[config.mk]
export PLATFORM = sky130hd
export DESIGN_NAME = mbc1_cart_responder
export DESIGN_NICKNAME = d
export VERILOG_FILES = /design/src/rtl/gb_cart_pkg.sv /design/src/rtl/mbc1_addr_map.sv /design/src/rtl/mbc1_cart_responder.sv
export SDC_FILE = /design/constraint.sdc
export NUM_CORES = 1
export LEC_CHECK = 0
export ABC_AREA = 1
export BUFFER_PORTS_ARGS = -buffer_cell sky130_fd_sc_hd__buf_2
export CAP_MARGIN = 5
export CORE_MARGIN = 8
export CORE_UTILIZATION = 38
export DETAILED_ROUTE_END_ITERATION = 16
export GPL_TIMING_DRIVEN = 0
export PLACE_DENSITY = 0.89
export SLEW_MARGIN = 25
export SYNTH_ARGS = -nofsm -noshare
export SYNTH_HDL_FRONTEND = slang
export SYNTH_SLANG_ARGS = --single-unit
export TNS_END_PERCENT = 1
[constraint.sdc]
create_clock -name clk -period 2.2 [get_ports clk]
set_input_delay 0.44 -clock clk [delete_from_list [all_inputs] [get_ports clk]]
set_output_delay 0.44 -clock clk [all_outputs]
set_load 0.03 [all_outputs]
[src/rtl/gb_cart_pkg.sv]
// Shared cartridge-bus definitions: region bounds, MBC register layout.
package gb_cart_pkg;

    localparam logic [15:0] ROM0_LO = 16'h0000;
    localparam logic [15:0] ROM0_HI = 16'h3FFF;
    localparam logic [15:0] ROMX_LO = 16'h4000;
    localparam logic [15:0] ROMX_HI = 16'h7FFF;
    localparam logic [15:0] CRAM_LO = 16'hA000;
    localparam logic [15:0] CRAM_HI = 16'hBFFF;

    // Low nibble written to 0x0000-0x1FFF that unlocks cartridge RAM
    localparam logic [3:0]  RAM_EN_KEY = 4'hA;

    typedef struct packed {
        logic [4:0] bank_lo;
        logic [1:0] bank_hi;
        logic       mode;
        logic       ram_en;
    } mbc1_regs_t;

endpackage

[src/rtl/mbc1_addr_map.sv]
// Combinational MBC1 bank translation: CPU address + banking regs -> linear ROM/RAM address.
module mbc1_addr_map
    import gb_cart_pkg::*;
#(
    parameter int ROM_ADDR_W = 20,
    parameter int RAM_ADDR_W = 15
) (
    input  mbc1_regs_t              regs_i,
    input  logic [15:0]             addr_i,
    output logic [ROM_ADDR_W-1:0]   rom_addr_o,
    output logic [RAM_ADDR_W-1:0]   ram_addr_o,
    output logic                    in_rom_o,
    output logic                    in_ram_o
);

    logic       in_romx;
    logic [4:0] lo_eff;
    logic [6:0] bank;
    logic [1:0] rbank;

    // Region decode and bank selection; zero test on bank_lo uses all 5 bits
    // before the bank number is truncated to the ROM width.
    always_comb begin
        in_rom_o   = (addr_i <= ROMX_HI);
        in_romx    = (addr_i >= ROMX_LO) && (addr_i <= ROMX_HI);
        in_ram_o   = (addr_i >= CRAM_LO) && (addr_i <= CRAM_HI);
        lo_eff     = (regs_i.bank_lo == 5'd0) ? 5'd1 : regs_i.bank_lo;
        if (in_romx)
            bank = {regs_i.bank_hi, lo_eff};
        else
            bank = regs_i.mode ? {regs_i.bank_hi, 5'b0} : 7'd0;
        rbank      = regs_i.mode ? regs_i.bank_hi : 2'd0;
        rom_addr_o = ROM_ADDR_W'({bank, addr_i[13:0]});
        ram_addr_o = RAM_ADDR_W'({rbank, addr_i[12:0]});
    end

endmodule

[src/rtl/mbc1_cart_responder.sv]
// MBC1 cartridge responder: control-register writes, address mapping, read mux.
module mbc1_cart_responder
    import gb_cart_pkg::*;
#(
    parameter int ROM_ADDR_W = 20,
    parameter int RAM_ADDR_W = 15,
    parameter int HAS_RAM    = 1
) (
    input  logic                    clk,
    input  logic                    rst,
    input  logic                    cart_cs,
    input  logic                    cart_rd,
    input  logic                    cart_wr,
    input  logic [15:0]             cart_addr,
    input  logic [7:0]              cart_din,
    output logic [7:0]              cart_dout,
    output logic                    cart_hit,
    output logic [ROM_ADDR_W-1:0]   rom_addr,
    output logic                    rom_rd,
    input  logic [7:0]              rom_q,
    output logic [RAM_ADDR_W-1:0]   ram_addr,
    output logic                    ram_rd,
    output logic                    ram_we,
    output logic [7:0]              ram_wdata,
    input  logic [7:0]              ram_q,
    output logic                    ram_dirty,
    input  logic                    ram_dirty_clr
);

    localparam logic HAS_RAM_B = (HAS_RAM != 0);
    localparam mbc1_regs_t REGS_RST = '{bank_lo: 5'd1, bank_hi: 2'd0, mode: 1'b0, ram_en: 1'b0};

    mbc1_regs_t regs_q, regs_d;
    logic       wr_q;
    logic       dirty_q, dirty_d;
    logic       in_rom, in_ram;
    logic       commit, ram_access;

    mbc1_addr_map #(
        .ROM_ADDR_W (ROM_ADDR_W),
        .RAM_ADDR_W (RAM_ADDR_W)
    ) u_map (
        .regs_i     (regs_q),
        .addr_i     (cart_addr),
        .rom_addr_o (rom_addr),
        .ram_addr_o (ram_addr),
        .in_rom_o   (in_rom),
        .in_ram_o   (in_ram)
    );

    // Edge-detected write commit and next-state of banking/dirty registers.
    // A held strobe commits only on its first cycle; dirty set beats clear.
    always_comb begin
        commit     = cart_cs & cart_wr & ~wr_q;
        ram_access = in_ram & regs_q.ram_en & HAS_RAM_B;
        regs_d     = regs_q;
        dirty_d    = dirty_q;
        if (ram_dirty_clr)
            dirty_d = 1'b0;
        if (commit) begin
            if (in_rom) begin
                case (cart_addr[14:13])
                    2'd0:    regs_d.ram_en  = (cart_din[3:0] == RAM_EN_KEY);
                    2'd1:    regs_d.bank_lo = cart_din[4:0];
                    2'd2:    regs_d.bank_hi = cart_din[1:0];
                    default: regs_d.mode    = cart_din[0];
                endcase
            end
            if (ram_access)
                dirty_d = 1'b1;
        end
    end

    // Register state; synchronous reset also clears the write-strobe history.
    always_ff @(posedge clk) begin
        if (rst) begin
            regs_q  <= REGS_RST;
            wr_q    <= 1'b0;
            dirty_q <= 1'b0;
        end else begin
            regs_q  <= regs_d;
            wr_q    <= cart_cs & cart_wr;
            dirty_q <= dirty_d;
        end
    end

    // Bus-facing strobes and read-data mux; the write pulse is masked by reset.
    always_comb begin
        cart_hit  = cart_cs & (in_rom | in_ram);
        rom_rd    = cart_cs & cart_rd & in_rom;
        ram_rd    = cart_cs & cart_rd & ram_access;
        ram_we    = commit & ram_access & ~rst;
        ram_wdata = cart_din;
        ram_dirty = dirty_q;
        if (in_rom)
            cart_dout = rom_q;
        else if (ram_access)
            cart_dout = ram_q;
        else
            cart_dout = 8'hFF;
    end

endmodule

Yosys cells after proc, flatten, opt, wreduce, memory -nomap -nowiden
Cells that the tools add are included.
{"block": "word_totals", "regBits": 11, "word_cells": 44}
{"block": "op_classes", "n_lt_le_gt_ge": 4, "eq_ne": 3, "mux": 9, "n_bitwise": 13, "reduce_logical": 9}
{"cell": "$ge A16 B15 Y1 const B", "n": 1}
{"cell": "$ge A16 B16 Y1 const B", "n": 1}
{"cell": "$le A16 B15 Y1 const B", "n": 1}
{"cell": "$le A16 B16 Y1 const B", "n": 1}
{"cell": "$mux W8", "n": 2}
{"cell": "$mux W6", "n": 2}
{"cell": "$reduce_and A3 Y1", "n": 4}
{"cell": "$and A1 B1 Y1", "n": 9}
{"cell": "$logic_not A5 Y1", "n": 1}
{"cell": "$mux W5", "n": 1}
{"cell": "$eq A4 B4 Y1 const B", "n": 1}
{"cell": "$mux W1", "n": 3}
{"cell": "$not A1 Y1", "n": 3}
{"cell": "$reduce_or A3 Y1", "n": 1}
{"cell": "$eq A2 B1 Y1 const B", "n": 1}
{"cell": "$eq A2 B2 Y1 const B", "n": 1}
{"cell": "$logic_and A1 B1 Y1", "n": 2}
{"cell": "$logic_not A2 Y1", "n": 1}
{"cell": "$mux W2", "n": 1}
{"cell": "$or A1 B1 Y1", "n": 1}

Logic depth before layout (Yosys ltp)
{"block": "depth", "depth_word": 5, "depth_mapped": 6, "depth_no_buf": 6}

By module
A second synthesis with hierarchy kept.
{"block": "hier_totals", "hier_cells": 168, "hier_area_um2": 1041.0}
{"module": "mbc1_cart_responder", "instances": 1, "cells_per_inst": 118, "area_per_inst_um2": 743.2, "seq_area_each_um2": 220.2}
{"module": "mbc1_addr_map", "instances": 1, "cells_per_inst": 50, "area_per_inst_um2": 297.8, "seq_area_each_um2": 0.0}

Worst setup path after synthesis
No wires, ideal clock.
{"block": "synth_path", "path_kind": "input -> output", "from": "input port cart_addr[15]", "to": "output port ram_we", "t_arrival_ps": 1378, "required_time_ps": 1760, "setup_slack_ps": 382, "stages": 4, "path_buffers": 2, "cell_sequence": "buf_4 > nand4_2 > buf_6 > nor4_2"}
{"block": "synth_via", "elab_chain_cells": 5}
{"element": "start: declaration", "line": "mbc1_cart_responder.sv:14", "text": "input logic [15:0] cart_addr,"}
{"element": "$ge A16 B16 Y1 or $le A16 B16 Y1 (tied branches)", "line": "mbc1_addr_map.sv:26", "text": "in_ram_o = (addr_i >= CRAM_LO) && (addr_i <= CRAM_HI);"}
{"element": "$logic_and A1 B1 Y1 (*)", "line": "mbc1_addr_map.sv:26"}
{"element": "$and A1 B1 Y1 (*)", "line": "mbc1_cart_responder.sv:55", "text": "ram_access = in_ram & regs_q.ram_en & HAS_RAM_B;"}
{"element": "$and A1 B1 Y1 (*) (2 in series)", "line": "mbc1_cart_responder.sv:92", "text": "ram_we = commit & ram_access & ~rst;"}
{"element": "end: declaration", "line": "mbc1_cart_responder.sv:23", "text": "output logic ram_we,"}
Mark *: on every way between the ends. The rest lies on a longest branch, timed or not.

Worst setup path after layout
Same ends and word-level chain as after synthesis.

==> reports/qor.yml <==
cells_and_area:
  seqCellArea_um2: 220
  diodes: 0
  area_growth_pct: 49.4
  finalNonFillerCells: 270
  nFillCells: 250
  drive_above_1_share: 0.558
  multi_input_area_um2: 390
  fin_util: 0.597
  nets: 287
floorplanning:
  rows: 18
  die_x_um: 67.0
  fp.dieH_um: 67.0
  initial_core_util: 0.399
  dieArea_um2: 4490
  core_um2: 2480
  io_pins: 102
global_routing:
  grt_start_max_net_pins: 11
  track_usage: 0.123
  grt_overflow_total: 0
  grt_pass1_vias: 1080
  antenna_found_initial: 0
  grt_pass1_wl_um: 4520
clock_network:
  clk-insertion-delay-late_ps: 260
  root_buffer: "clkbuf_4"
  htree_levels: 1
  postCtsHoldBufs: 0
  cts.repair.resized: 0
  tritoncts.num_buffers: 3
  clk_pin_slew_worst_paths_ps: 60
  cts_tree: "built"
  cts_sinks: 11
  clk_path_buf_depth: 2
  cts_setup_buffers: 0
timing:
  hold_slack_ps: 365
  tightest_slew_ps: 275
  relSlewSlack: 0.816
  skew_ps: 3.55
  min_period_ps: 1830
  setup_violations: 0
  fmax_ghz: 0.545
  fin_setup_tns_ps: 0
  slew_violations: 0
  hold_violations: 0
  post-route-period-util: 0.834
  rsz0062_at_grt: "no"
synth:
  ys_warn_count: 0
  synth_cells: 151
  syn_area_um2: 990
  yosysSeqAreaShare: 0.223
  syn_avg_cell_area_um2: 6.55
  post_synth_num_cell_types: 20
  yosys_register_bits: 11
  synth.net_count: 197
power_and_ir_drop:
  ir_worst_vdd_mv: 0.380
  netSwitchingFraction: 0.376
  p_int_mw: 0.377
  pwr-share-seq: 0.340
  power_switching_mw: 0.227
  p_clk_frac: 0.219
  p_total_mw: 0.604
  pwr_density_cell_nw_per_um2: 409
  comb_power_share: 0.441
  p_leak_nw: 0.904
route:
  drc: 0
  wl_per_cell_um: 11.3
  post_drt_via_cell_ratio: 4.29
  drt_iter0_markers: 22
  drt-total-wl_um: 3040
  postRouteAntennaNets: 0
  dr.pass1.iters: 4
  num_vias: 1157
placed_design:
  dp_cells: 266
  place.gp.congestion: 0.744
  dp_hpwl_um: 2710
  io_buffers: 85
critical_path:
  worstPathArrival_ps: 1390
  start_kind: "primary input"
  crit_path_end_kind: "primary output"
  cp.required_ps: 1760
  crit_fanout: 10
  path_class: "primary input to primary output"
worst_hold_path:
  min_path_type: "primary input to register"
job:
  drv_cap: 0
status:
  outcome: "finished, final reports clean"
cells in the mapped netlist:
| library cell | number | share of area |
|---|---|---|
| nor3_1 | 1 | 0.0051 |
| clkinv_1 | 1 | 0.0038 |
| buf_4 | 36 | 0.27 |
| buf_6 | 1 | 0.011 |
| dfxtp_1 | 11 | 0.22 |
| inv_2 | 2 | 0.0076 |
| nand4_2 | 1 | 0.013 |
| nor3_2 | 1 | 0.010 |
| nand3_4 | 1 | 0.018 |
| nand3_1 | 2 | 0.010 |
| nor4_2 | 1 | 0.013 |
| nor2_4 | 3 | 0.034 |
| a21oi_1 | 1 | 0.0051 |
| o21ai_0 | 1 | 0.0051 |
| nand4_1 | 5 | 0.032 |
| nor2_1 | 28 | 0.11 |
| inv_1 | 23 | 0.087 |
| nand2_1 | 23 | 0.087 |
| and3_1 | 1 | 0.0063 |
| o22ai_1 | 8 | 0.051 |
area by class of cell:
cell class | instances | area share
inverters | 26 | 0.0660
well taps | 30 | 0.0254
repair buffers | 85 | 0.288
multi-input cells | 77 | 0.264
clock buffers | 4 | 0.0178
flip-flops and latches | 11 | 0.149
plain buffers | 37 | 0.190
sequential cells by signal, summed over array words and instances (netlist names):
signal and cells:
regs_q 9, ram_dirty 1, wr_q 1
placed cells by master (no fill, tap or decap), types with 2 or more instances in the layout:
master,n
clkbuf_4,3
nand4_1,5
nor2_4,3
nand2_1,23
buf_2,85
nand3_1,2
inv_1,23
o22ai_1,8
nor2_1,28
inv_2,2
dfxtp_1,11
buf_4,36
through the flow:
stage,cell area [µm²],setup WS (ps)
CTS,1480,366
global placement,1450,374
detailed placement,1450,369
floorplan,990,382
finish,1480,365
global route,1480,314
critical path, stage by stage:
cell     delay (ps)
buf_2           130
buf_4           180
nand4_2         130
buf_6           160
nor4_2          120
buf_2           230
power by group through the flow:
| stage | Sequential [mW] | Combinational [mW] | Clock [mW] |
|---|---|---|---|
| after floorplan | 0.210 | 0.187 | 0 |
| after global placement | 0.210 | 0.265 | 0 |
| after detailed placement | 0.210 | 0.269 | 0 |
| after CTS | 0.205 | 0.270 | 0.139 |
| after global routing | 0.206 | 0.284 | 0.148 |
| final | 0.206 | 0.267 | 0.132 |
final timing paths:
kind	startpoint	slack, ps	cells after the start	end
hold reg to reg	regs_q[4]	460	2	regs_q[4]
setup reg to reg	wr_q	1220	4	regs_q[7]
hold / removal	ram_dirty_clr	370	2	ram_dirty
setup / recovery	cart_addr[15]	370	6	ram_we
layer usage:
metal  track usage  vias up  wire length (µm)
li1              -      608                 -
met2         0.245       40              1710
met4        0.0157        0                15
met5             0        -                 0
met3        0.0419        2               271
met1         0.120      507              1050
cells by family after synthesis:
logic type / synth area share
AOI/OAI and AO/OA: 0.0607
buffers and inverters: 0.383
and+or+nand+nor: 0.334
DFF: 0.223
Note: power is estimated with default switching activity, not from simulation.
